===== src/rtl/lane_row_renderer_if.sv =====
// Handshake and pixel bus between the game FSM (master) and lane_row_renderer (slave).
// The master sends frame requests and row data; the slave returns one plot pixel per clock.
interface lane_row_renderer_if #(
  parameter int NUM_ROWS = 4
);
  logic                    start;
  logic [3*NUM_ROWS-1:0]   row_codes;
  logic [5:0]              offset;
  logic [8:0]              x_out;
  logic [7:0]              y_out;
  logic [2:0]              c_out;
  logic                    plot;
  logic                    busy;
  logic                    all_done;

  modport master (
    output start, row_codes, offset,
    input  x_out, y_out, c_out, plot, busy, all_done
  );

  modport slave (
    input  start, row_codes, offset,
    output x_out, y_out, c_out, plot, busy, all_done
  );
endinterface


===== src/rtl/lane_row_renderer.sv =====
// Multi-row note renderer: per frame, erases each row's previous segment and draws the new one.
// Optional macro LANE_COLOUR_EN selects per-column draw colours; otherwise segments are white.
module lane_row_renderer #(
  parameter int NUM_ROWS  = 4,
  parameter int ROW_PITCH = 40,
  parameter int SEG_WIDTH = 20,
  parameter int X_BASE    = 120
) (
  input  logic                 clk,
  input  logic                 reset,
  lane_row_renderer_if.slave   bus
);

  localparam int RW = (NUM_ROWS > 1) ? $clog2(NUM_ROWS) : 1;
  localparam int PW = (SEG_WIDTH > 1) ? $clog2(SEG_WIDTH) : 1;
  localparam int CW = 3 * NUM_ROWS;
  localparam logic [RW-1:0] LAST_ROW = RW'(NUM_ROWS - 1);
  localparam logic [PW-1:0] LAST_PIX = PW'(SEG_WIDTH - 1);

  typedef enum logic [2:0] {
    S_IDLE,
    S_LOAD,
    S_ERASE,
    S_DRAW,
    S_DONE
  } state_t;

  state_t          state, state_nxt;
  logic [RW-1:0]   row;
  logic [PW-1:0]   pix;
  logic [CW-1:0]   pend_codes, shadow_codes;
  logic [5:0]      pend_off, shadow_off;

  logic [2:0]      cur_code;
  logic [5:0]      cur_off;
  logic [9:0]      cur_y;
  logic            cur_valid;
  logic            seg_last;

  function automatic logic [2:0] draw_colour(input logic [2:0] code);
`ifdef LANE_COLOUR_EN
    case (code)
      3'd1:    return 3'b010;
      3'd2:    return 3'b100;
      3'd3:    return 3'b110;
      3'd4:    return 3'b001;
      default: return 3'b000;
    endcase
`else
    return (code != 3'd0) ? 3'b111 : 3'b000;
`endif
  endfunction

  // Segment currently being walked: erase uses the shadow frame, draw uses the pending one.
  // NOTE: every always_comb output gets a default first so no path can infer a latch.
  always_comb begin
    cur_code = 3'd0;
    cur_off  = 6'd0;
    if (state == S_ERASE) begin
      cur_code = shadow_codes[3*int'(row) +: 3];
      cur_off  = shadow_off;
    end else if (state == S_DRAW) begin
      cur_code = pend_codes[3*int'(row) +: 3];
      cur_off  = pend_off;
    end
    // y is formed 10 bits wide so rows pushed past the bottom compare correctly.
    cur_y     = 10'(int'(row) * ROW_PITCH) + 10'(cur_off);
    cur_valid = ((state == S_ERASE) || (state == S_DRAW)) &&
                (cur_code >= 3'd1) && (cur_code <= 3'd4) &&
                (cur_y < 10'd240);
    // An invalid segment occupies exactly one cycle.
    seg_last  = !cur_valid || (pix == LAST_PIX);
  end

  always_comb begin
    state_nxt = state;
    case (state)
      S_IDLE:  if (bus.start) state_nxt = S_LOAD;
      S_LOAD:  state_nxt = S_ERASE;
      S_ERASE: if (seg_last) state_nxt = S_DRAW;
      S_DRAW:  if (seg_last) state_nxt = (row == LAST_ROW) ? S_DONE : S_ERASE;
      S_DONE:  state_nxt = S_IDLE;
      default: state_nxt = S_IDLE;
    endcase
  end

  // NOTE: all state below uses non-blocking assignments so every register samples
  // pre-edge values regardless of statement order.
  always_ff @(posedge clk) begin
    if (reset) begin
      state        <= S_IDLE;
      row          <= '0;
      pix          <= '0;
      pend_codes   <= '0;
      pend_off     <= '0;
      // NOTE: the shadow frame is reset too, so the first frame after reset erases nothing.
      shadow_codes <= '0;
      shadow_off   <= '0;
    end else begin
      state <= state_nxt;
      case (state)
        S_LOAD: begin
          pend_codes <= bus.row_codes;
          pend_off   <= bus.offset;
          row        <= '0;
          pix        <= '0;
        end
        S_ERASE: begin
          pix <= seg_last ? '0 : pix + 1'b1;
        end
        S_DRAW: begin
          pix <= seg_last ? '0 : pix + 1'b1;
          if (seg_last && (row != LAST_ROW)) row <= row + 1'b1;
        end
        S_DONE: begin
          shadow_codes <= pend_codes;
          shadow_off   <= pend_off;
        end
        default: ;
      endcase
    end
  end

  // Moore pixel outputs: derived from the registered state, row and pixel counter.
  always_comb begin
    bus.plot  = 1'b0;
    bus.x_out = 9'd0;
    bus.y_out = 8'd0;
    bus.c_out = 3'b000;
    if (cur_valid) begin
      bus.plot  = 1'b1;
      bus.x_out = 9'(X_BASE + (int'(cur_code) - 1) * SEG_WIDTH + int'(pix));
      bus.y_out = cur_y[7:0];
      if (state == S_DRAW) bus.c_out = draw_colour(cur_code);
    end
  end

  assign bus.busy     = (state != S_IDLE);
  assign bus.all_done = (state == S_DONE);

endmodule


===== src/flat_wrapper.sv =====
// flat-port wrapper written by rule: the top's interface ports become plain ports
module lane_row_renderer_flat 
#(
  parameter int NUM_ROWS  = 4,
  parameter int ROW_PITCH = 40,
  parameter int SEG_WIDTH = 20,
  parameter int X_BASE    = 120
)
  (clk, reset, bus_start, bus_row_codes, bus_offset, bus_x_out, bus_y_out, bus_c_out, bus_plot, bus_busy, bus_all_done);
  lane_row_renderer_if #(.NUM_ROWS(NUM_ROWS)) bus_i ();
  input  logic clk;
  input  logic reset;
  input wire logic [$bits(bus_i.start)-1:0] bus_start;
  input wire logic [$bits(bus_i.row_codes)-1:0] bus_row_codes;
  input wire logic [$bits(bus_i.offset)-1:0] bus_offset;
  output wire logic [$bits(bus_i.x_out)-1:0] bus_x_out;
  output wire logic [$bits(bus_i.y_out)-1:0] bus_y_out;
  output wire logic [$bits(bus_i.c_out)-1:0] bus_c_out;
  output wire logic [$bits(bus_i.plot)-1:0] bus_plot;
  output wire logic [$bits(bus_i.busy)-1:0] bus_busy;
  output wire logic [$bits(bus_i.all_done)-1:0] bus_all_done;
  assign bus_i.start = bus_start;
  assign bus_i.row_codes = bus_row_codes;
  assign bus_i.offset = bus_offset;
  assign bus_x_out = bus_i.x_out;
  assign bus_y_out = bus_i.y_out;
  assign bus_c_out = bus_i.c_out;
  assign bus_plot = bus_i.plot;
  assign bus_busy = bus_i.busy;
  assign bus_all_done = bus_i.all_done;
  lane_row_renderer #(.NUM_ROWS(NUM_ROWS), .ROW_PITCH(ROW_PITCH), .SEG_WIDTH(SEG_WIDTH), .X_BASE(X_BASE)) u_core (.clk(clk), .reset(reset), .bus(bus_i));
endmodule

===== config.mk =====
export PLATFORM = sky130hd
export DESIGN_NAME = lane_row_renderer_flat
export DESIGN_NICKNAME = d
export VERILOG_FILES = /design/src/rtl/lane_row_renderer_if.sv /design/src/rtl/lane_row_renderer.sv /design/src/flat_wrapper.sv
export SDC_FILE = /design/constraint.sdc
export NUM_CORES = 1
export LEC_CHECK = 0
export BUFFER_PORTS_ARGS = -buffer_cell sky130_fd_sc_hd__clkbuf_2
export CAP_MARGIN = 10
export CORE_MARGIN = 2
export CORE_UTILIZATION = 55
export CTS_CLUSTER_SIZE = 28
export DETAILED_ROUTE_END_ITERATION = 8
export HOLD_SLACK_MARGIN = 0.05
export PLACE_DENSITY = 0.78
export SLEW_MARGIN = 20
export SYNTH_ARGS = -nofsm -noshare
export SYNTH_HDL_FRONTEND = slang
export SYNTH_SLANG_ARGS = --single-unit

===== constraint.sdc =====
create_clock -name clk -period 5.1 [get_ports clk]
set_clock_uncertainty 0.2 [all_clocks]
set_input_delay 0.255 -clock clk [delete_from_list [all_inputs] [get_ports clk]]
set_output_delay 0.255 -clock clk [all_outputs]
set_load 0.02 [all_outputs]

* After elaboration in Yosys (flattened, before gate mapping)
Cells that the tools add are included.
** Operators by class
- $add $sub $neg :: 6
- Multipliers :: 3
- Order comparisons :: 3
- Equality and inequality tests :: 11
- Shift operators :: 2
- Multiplexer cells :: 19
- Reduce and logical (&&, ||, !) cells :: 15
** Operators with widths (count)
- $shiftx 12x32->3 :: 2
- $mul 32x4->7 const B :: 1
- $mux 3 :: 9
- $mux 6 :: 2
- $pmux 3 s4 :: 1
- $add 10x6->10 :: 1
- $lt 10x8->1 const B :: 1
- $pmux 5 s2 :: 1
- $add 8x9->9 const A :: 1
- $add 9x6->9 :: 1
- $mux 9 :: 1
- $mux 8 :: 1
- $eq 3x2->1 const B :: 2
- $ne 2x2->1 const B :: 3
- $reduce_bool 3->1 :: 2
- $add 5x1->5 const B :: 1
- $eq 5x5->1 const B :: 1
- $mul 2x3->5 const B :: 1
- $mux 5 :: 1
- $logic_and 1x1->1 :: 4
- $mul 2x2->4 const A :: 1
- $ne 2x1->1 const B :: 2
- $pmux 2 s2 :: 1
- $reduce_bool 2->1 :: 2
- other kinds (15) :: 16
** Storage, ports and cells
- Register bits after elaboration :: 46
- Output and inout bits :: 23
- Logic and storage cells :: 66

* Logic depth before layout (Yosys ltp)
Gate-level depths: netlist (run 1).
- Depth in word-level cells :: 13
- Gate-level depth with buffers :: 18
- Mapped depth without buffers :: 17

* Worst setup path after synthesis (run 1)
No wires, ideal clock.
- Path kind :: reg2out
- Start :: reg u_core.row[0]
- End :: out bus_x_out[8]
- Arrival time :: 3.728 ns
- Path slack :: 0.917 ns
- Stages on the path, launching flop included :: 16
- Path buffers :: 1
- Path through :: dfxtp_1 -> buf_6 -> mux4_1 -> mux2_2 -> nand2_2 -> ha_1 -> ha_1 -> inv_1 -> ha_1 -> fa_1 -> xor2_1 -> ha_1 -> a21oi_1 -> o21ai_0 -> xnor2_1 -> nor2_1
** On the way
- Cells in the longest elaborated chain, start to end :: 9
- Elaborated cells on any way between the ends :: 18
- Those cells by class :: add/sub (4); mul (3); order compare (3); shift (2); mux (3); reduce/logical (3)
** RTL lines
- start: declaration :: line lane_row_renderer.sv:29 : logic [RW-1:0] row;
- start signal: assignment :: line lane_row_renderer.sv:113 : if (seg_last && (row != LAST_ROW)) row <= row + 1'b1;
- $mul 2x2->4 :: line lane_row_renderer.sv:60, lane_row_renderer.sv:63
- $shiftx 12x32->3 :: line lane_row_renderer.sv:63 : cur_code = pend_codes[3*int'(row) +: 3];
- $mux 3 :: line lane_row_renderer.sv:62 : end else if (state == S_DRAW) begin
- $mux 3 :: line lane_row_renderer.sv:59 : if (state == S_ERASE) begin
- $sub 3x1->4 / $ge 3x1->1 (equally long branches) :: line lane_row_renderer.sv:132, lane_row_renderer.sv:69
- $mul 32x4->7 / $logic_and 1x1->1 (equally long branches) :: line lane_row_renderer.sv:132, lane_row_renderer.sv:68
- $add 8x9->9 / $logic_and 1x1->1 (equally long branches) :: line lane_row_renderer.sv:132, lane_row_renderer.sv:69
- $add 9x6->9 / $logic_and 1x1->1 (equally long branches) :: line lane_row_renderer.sv:132, lane_row_renderer.sv:69
- $mux 9 * :: line lane_row_renderer.sv:130 : if (cur_valid) begin
- end: declaration :: line flat_wrapper.sv:16 : output wire logic [$bits(bus_i.x_out)-1:0] bus_x_out;
Every way passes the cells marked *; elsewhere a longest branch is shown, timed or not.

* Worst setup path in the final report (run 1)
- Start :: reg u_core.state[0]
- End :: out bus_x_out[8]
** On the way
- Cells in the longest elaborated chain, start to end :: 8
- Elaborated cells on any way between the ends :: 19
- Those cells by class :: add/sub (4); mul (1); order compare (3); eq/ne (2); mux (5); reduce/logical (4)
** RTL lines
- start: declaration :: line lane_row_renderer.sv:28 : state_t state, state_nxt;
- start signal: assignment :: line lane_row_renderer.sv:100 : state <= state_nxt;
- $eq 3x2->1 :: line lane_row_renderer.sv:62, lane_row_renderer.sv:68
- $mux 3 :: line lane_row_renderer.sv:62
- $mux 3 :: line lane_row_renderer.sv:59
- $sub 3x1->4 / $ge 3x1->1 (equally long branches) :: line lane_row_renderer.sv:132, lane_row_renderer.sv:69
- $mul 32x4->7 / $logic_and 1x1->1 (equally long branches) :: line lane_row_renderer.sv:132, lane_row_renderer.sv:68
- $add 8x9->9 / $logic_and 1x1->1 (equally long branches) :: line lane_row_renderer.sv:132, lane_row_renderer.sv:69
- $add 9x6->9 / $logic_and 1x1->1 (equally long branches) :: line lane_row_renderer.sv:132, lane_row_renderer.sv:69
- $mux 9 * :: line lane_row_renderer.sv:130
Marks and branches as above.

==> results of run 1 <==
[tightest hold or removal path, cell delays in order]
cell and delay, ns:
clkbuf_2 0.08, nor2_1 0.06, or4_1 0.10, a21oi_1 0.05
[Yosys cell counts, drive strengths merged, types with 2 or more instances]
cell type  number
a21o            4
a21oi          42
a31oi           2
and2            6
buf             4
clkbuf         14
clkinv          2
dfxtp          46
fa              3
ha             22
inv            20
mux2            5
mux2i           8
mux4            4
nand2          83
nand2b          6
nand3           8
nand4b          2
nor2           23
nor2b           4
nor3            5
o211ai          2
o21ai           4
or2             3
or4             3
xnor2           3
xor2            3
[power by group]
part	switching, uW	leakage [uW]	internal [uW]
clock network	131	0.0000504	146
registers	15.5	0.000373	370
logic	66.6	0.000911	60.4
total	213	0.00133	576
[path summary, 6_finish.rpt]
kind,to,depth (start not counted),from,slack [ns]
worst max-delay path,bus_x_out[8],16,u_core.state[0],0.34
worst min-delay path,u_core.state[0],4,bus_start,0.08
worst max register to register,u_core.pix[4],10,u_core.row[0],1.61
worst min register to register,u_core.shadow_codes[5],2,u_core.shadow_codes[5],0.26
[through the flow]
step / cell area (um^2) / util (%)
finish: 3250 / 68.3
global route: 3250 / 68.3
CTS: 3250 / 68.3
detailed placement: 2950 / 62.1
global placement: 2950 / 62.1
floorplan: 2730 / -
[area by class of cell]
cell class / instances / share of cell area [%]
sequential: 46 / 28.4
timing repair buffer: 62 / 12.4
inverter: 22 / 2.54
tap: 67 / 2.58
clock buffer: 5 / 2.12
clock inverter: 3 / 1.39
multi-input combinational: 255 / 50.6
[flip-flops by register name, summed over array words and instances (netlist names)]
register             cells
u_core.pend_codes       12
u_core.pend_off          6
u_core.pix               5
u_core.row               2
u_core.shadow_codes     12
u_core.shadow_off        6
u_core.state             3
[what timing repair did]
action                                  4_1_cts  5_1_grt
hold endpoints to repair                     18        0
endpoints found under the setup margin        0        2
gates resized for setup                       0        1
hold buffers                                 18        0
[routing by layer]
layer / share of wire (%) / GRT usage (%) / vias to the layer above
li1: - / - / 1231
met1: 45 / 28.4 / 1114
met2: 51 / 41.5 / 42
met5: 0 / 0 / -
met4: 1.1 / 7.14 / 0
met3: 3.1 / 4.61 / 6
[logic make-up (layout without fill, tap and decap cells)]
logic type,after synthesis,after routing,share of synthesized area [%]
AO/OA/AOI/OAI,59,59,13.0
XOR/XNOR,6,6,1.93
adder cells (fa/ha/maj),25,25,12.3
buffers and inverters,40,92,6.10
flip-flops,46,46,33.7
multiplexers,17,17,8.57
AND/OR/NAND/NOR,148,148,24.3
==> out/metrics.cfg, run 1 <==
[status]
status=completed

[placement]
place.gp.congestion=0.816
pre_cts_slack_ns=0.498
hpwl_um=4020
io_buffers=43
placed_cells=434

[worst_setup_path]
endpoint_kind=output port
cpMostUsedCell=ha_1
worstPathRequired_ns=4.64
critPathMaxFanout=19
max_stage_delay_ns=0.86
cp_top_family=adder cells
critPathBufInv=3
cp_cell_sequence=nor2_1, a2bb2o_4, nor3_1, inv_1, ha_1, inv_1, ha_1, ha_1, fa_1, xor2_1, ha_1, a21oi_1, o21ai_0, xnor2_1, nor2_1, clkbuf_2
crit_slowest_cell=dfxtp_1
path_class=reg -> out
critPathArrivalTime_ns=4.30
startpoint_type=flip-flop

[die]
die-height_um=74.4
dieWidth_um=74.4
placement_rows=25
start_util_pct=57.4
core_region_area_um2=4750
pin_count=44
die_area_um2=5540

[routing]
drc=0
avgRoutedWirePerCell_um=12.7
routed_wl_um=5860
first_pass_iters=4
viasPerCell=5.20
drtIter0Drc=86
final_antenna_net_count=0
vias=2393

[power_and_ir_drop]
power.leakage_uw=0.00133
ir_worst_vdd_v=0.000177
p_per_area_nw_per_um2=243
finalPower_uw=789

[hold_path]
hold_path_class=in -> reg

[grt]
grt_max_degree=45
grt_pass1_vias=2216
antenna_found_initial=0
grt_pass1_wl_um=9960
grt_usage_pct=23.3
gr-total-overflow=0

[sta]
fin_crit_ns=4.76
tightest_slew_ns=0.937
setup_ws_ns=0.341
drv_slew=0
rsz0062_at_grt=no
finalCritPeriodShare_pct=93.3
max-slew-margin-rel_pct=37.5
max_freq_mhz=210
fin_setup_tns_ns=0
finalHoldViolations=0
setup_violations=0
holdWs_ns=0.0765

[clocking]
clk_latency_ns=0.31
htreeDepth=2
cts_tree=done
cts_setup_buffers=0
clk_pin_slew_ns=0.09
cts_sinks=46
cts-root-buf=clkbuf_8
cts_buffers=5
cts_buffer_depth=2

[synthesis]
synthFlopType=dfxtp_1
synth_top_cell_area_share_pct=33.7
yosysWarningCount=0
synth.area.top_cells=dfxtp_1, nand2_1, ha_1
synth_seq_area_share_pct=33.7
syn_avg_cell_area_um2=8.00
synth_cell_types=43
synth_area_um2=2730
synthCells=341
synth_edf_count=0
syn_nets=387
synth_seq_cells=46
yosysTopAreaCell=dfxtp_1
synth-async-reset-ratio_pct=0

[cells_and_area]
num-fill-cells=438
regArea_um2=922
layout-drive-gt1-share_pct=18.1
areaGrowthSynthToFinish_pct=19.1
instances_no_fill=460
multi_input_area_um2=1640
final_cell_mix=nand2_1, dfxtp_1, clkbuf_2
final_common_cell=nand2_1
nets=438
diodes=0

[run]
max-cap-violations=0

No activity file was read; power rests on OpenSTA's default activity.
==> run 2, diff against run 1 <==
--- a/config.mk
+++ b/config.mk
@@ -8,11 +8,11 @@
 export BUFFER_PORTS_ARGS = -buffer_cell sky130_fd_sc_hd__clkbuf_2
 export CAP_MARGIN = 10
 export CORE_MARGIN = 2
-export CORE_UTILIZATION = 55
+export CORE_UTILIZATION = 51
 export CTS_CLUSTER_SIZE = 28
 export DETAILED_ROUTE_END_ITERATION = 8
 export HOLD_SLACK_MARGIN = 0.05
-export PLACE_DENSITY = 0.78
+export PLACE_DENSITY = 0.76
 export SLEW_MARGIN = 20
 export SYNTH_ARGS = -nofsm -noshare
 export SYNTH_HDL_FRONTEND = slang
==> constraint.sdc (replaced) <==
create_clock -name clk -period 4.15 [get_ports clk]
set_clock_uncertainty 0.2 [all_clocks]
set_input_delay 0.2075 -clock clk [delete_from_list [all_inputs] [get_ports clk]]
set_output_delay 0.2075 -clock clk [all_outputs]
set_load 0.02 [all_outputs]
==> run 2 against run 1 <==
  * First-iteration DRC count up 31%
  * Cell area up 9.7%
  * Utilization up 0.99 points
  * Cell count up 4.8%
  * Largest cell class unchanged
==> out/metrics.cfg, run 2 (synthesis gave the netlist of run 1 again) <==
[clocking]
clk_pin_slew_ns=0.08  ; about the same
cts_tree=done
cts_buffer_depth=2  ; unchanged
cts-root-buf=clkbuf_8
cts_buffers=5  ; unchanged
cts_sinks=46  ; unchanged
clk_latency_ns=0.30  ; about the same
htreeDepth=2  ; unchanged

[grt]
grt_usage_pct=22.4  ; -0.88 points
grt_pass1_vias=2353  ; +6.2%
grt_pass1_wl_um=10700  ; +7.8%
gr-total-overflow=0  ; unchanged
antenna_found_initial=0  ; unchanged
grtUsageMet2_pct=41.8  ; +0.33 points
busiest_layer=met2
grt_max_degree=45  ; unchanged
use_met3_pct=4.00  ; -0.61 points
use_met1_pct=25.4  ; -3.0 points

[sta]
setup_violations=0  ; unchanged
drv_slew=0  ; unchanged
tightest_slew_ns=0.904  ; -0.0335 ns
finalCritPeriodShare_pct=99.9
rsz0062_at_grt=yes
max_freq_mhz=241
finalHoldViolations=0  ; unchanged
fin_crit_ns=4.15
max-slew-margin-rel_pct=39.8  ; +2.2 points

[cells_and_area]
final_common_cell=nand2_1
layout-drive-gt1-share_pct=26.9  ; +8.9 points
areaGrowthSynthToFinish_pct=30.6
nets=457  ; +4.3%
reg.largest.list=u_core.pend_codes: 12 flops, u_core.shadow_codes: 12 flops
diodes=0  ; unchanged
final_cell_mix=nand2_1, dfxtp_1, a21oi_1
final_cell_area_um2=3560  ; +9.7%
final_util_pct=69.3  ; +0.99 points

[power_and_ir_drop]
finalPower_uw=1010  ; +28%
p_per_area_nw_per_um2=284  ; +17%
ir_worst_vdd_v=0.000265  ; +50%
power.leakage_uw=0.00146  ; +9.5%

[worst_setup_path]
startpoint_type=flip-flop
timing.rr.end=u_core.row[0]
r2r_start=u_core.row[0]
critPathMaxFanout=5  ; -14
path_class=reg -> out
rrSetupSlack_ns=0.80  ; -0.81 ns
critPathArrivalTime_ns=3.74  ; -0.56 ns
worstPathRequired_ns=3.74  ; -0.90 ns
endpoint_kind=output port
reg2regPathDepth=11  ; +1

[die]
placement_rows=26  ; +4.0%
die-height_um=77.2  ; +3.6%
die_area_um2=5950  ; +7.4%
core_region_area_um2=5140  ; +8.1%
dieWidth_um=77.2  ; +3.6%
start_util_pct=53.1  ; -4.3 points
pin_count=44  ; unchanged

[hold_path]
min_from=u_core.shadow_off[3]
worstHoldEndpoint=u_core.shadow_off[3]
holdPathStages=2  ; -2
hold_path_class=reg -> reg

[routing]
vias=2492  ; +4.1%
avgRoutedWirePerCell_um=13.2  ; +3.6%
routed_wl_um=6360  ; +8.5%
final_antenna_net_count=0  ; unchanged
first_pass_iters=4  ; unchanged
viasPerCell=5.17  ; -0.62%
drtIter0Drc=113  ; +31%
drc=0  ; unchanged

[status]
status=completed

[run]
max-cap-violations=0  ; unchanged

[placement]
hpwl_um=4210  ; +4.7%
io_buffers=43  ; unchanged
place.gp.congestion=0.874  ; +7.1%
placedInstanceArea_um2=3050  ; +3.1%

-- run 2: cell count changes in the layout (fill, tap and decap cells not counted), sizes merged --
cell,before,now
buf,1,21
clkbuf,48,47
clkinvlp,2,1
dlygate4sd3,18,19
-- run 2: layout make-up --
cell class	count	area, um^2
clock inverter	2	37.5
clock buffer	6	72.6
sequential	46	926
timing repair buffer	81	571
tap	70	87.6
inverter	22	82.6
fill	427	1580
multi-input combinational	255	1790
-- run 2: repair_timing --
action,in CTS,in global routing
buffers inserted,5,1
setup endpoints to repair,3,3
endpoints found under the hold margin,19,0
pin swaps,10,7
resized for setup,32,9
hold buffers,19,0
-- run 2: metal layers --
layer | up-vias | wire, um
li1 | 1271 | -
met1 | 1152 | 2630
met2 | 58 | 3330
met3 | 11 | 257
met4 | 0 | 134
met5 | - | 0
-- run 2: metrics by stage --
| step | cells | setup TNS [ns] | hold slack, ns | setup WS [ns] |
|---|---|---|---|---|
| detailed placement | 449 | -0.0490 | 0.236 | -0.0490 |
| CTS | 481 | -0.0368 | 0.258 | -0.0368 |
| global placement | 449 | 0 | 0.231 | 0.0679 |
| finish | 482 | 0 | 0.258 | 0.00415 |
| global route | 482 | -0.361 | 0.281 | -0.153 |
| floorplan | 341 | 0 | 0.143 | 0.0145 |
-- run 2: report_power, final --
group | internal, uW | switching, uW | total, uW
combinational | 107 | 103 | 211
sequential | 454 | 15.2 | 469
clock | 180 | 152 | 332
total | 741 | 271 | 1010
-- run 2: worst max-delay path by stage --
stage          slack (ns)           from  cells after the start            to
2_1_floorplan        0.01  u_core.row[0]                     15  bus_x_out[8]
6_report            0.004  u_core.row[0]                     16  bus_x_out[7]
4_1_cts             -0.04  u_core.row[0]                     15  bus_x_out[8]
5_1_grt             -0.15  u_core.row[0]                     18  bus_x_out[7]
3_5_place_dp        -0.05  u_core.row[0]                     15  bus_x_out[8]
3_3_place_gp         0.07  u_core.row[0]                     15  bus_x_out[8]
-- run 2: worst max-delay path, stage by stage (launching register included) --
cell and delay, ns:
dfxtp_4 0.41, mux4_2 0.51, mux2_4 0.30, nand2_4 0.09
ha_4 0.14, ha_4 0.12, inv_2 0.06, ha_4 0.26
inv_1 0.04, ha_1 0.26, inv_1 0.07, fa_2 0.41
a21o_1 0.18, a21oi_1 0.18, xor2_1 0.17, nor2_1 0.05
clkbuf_4 0.18
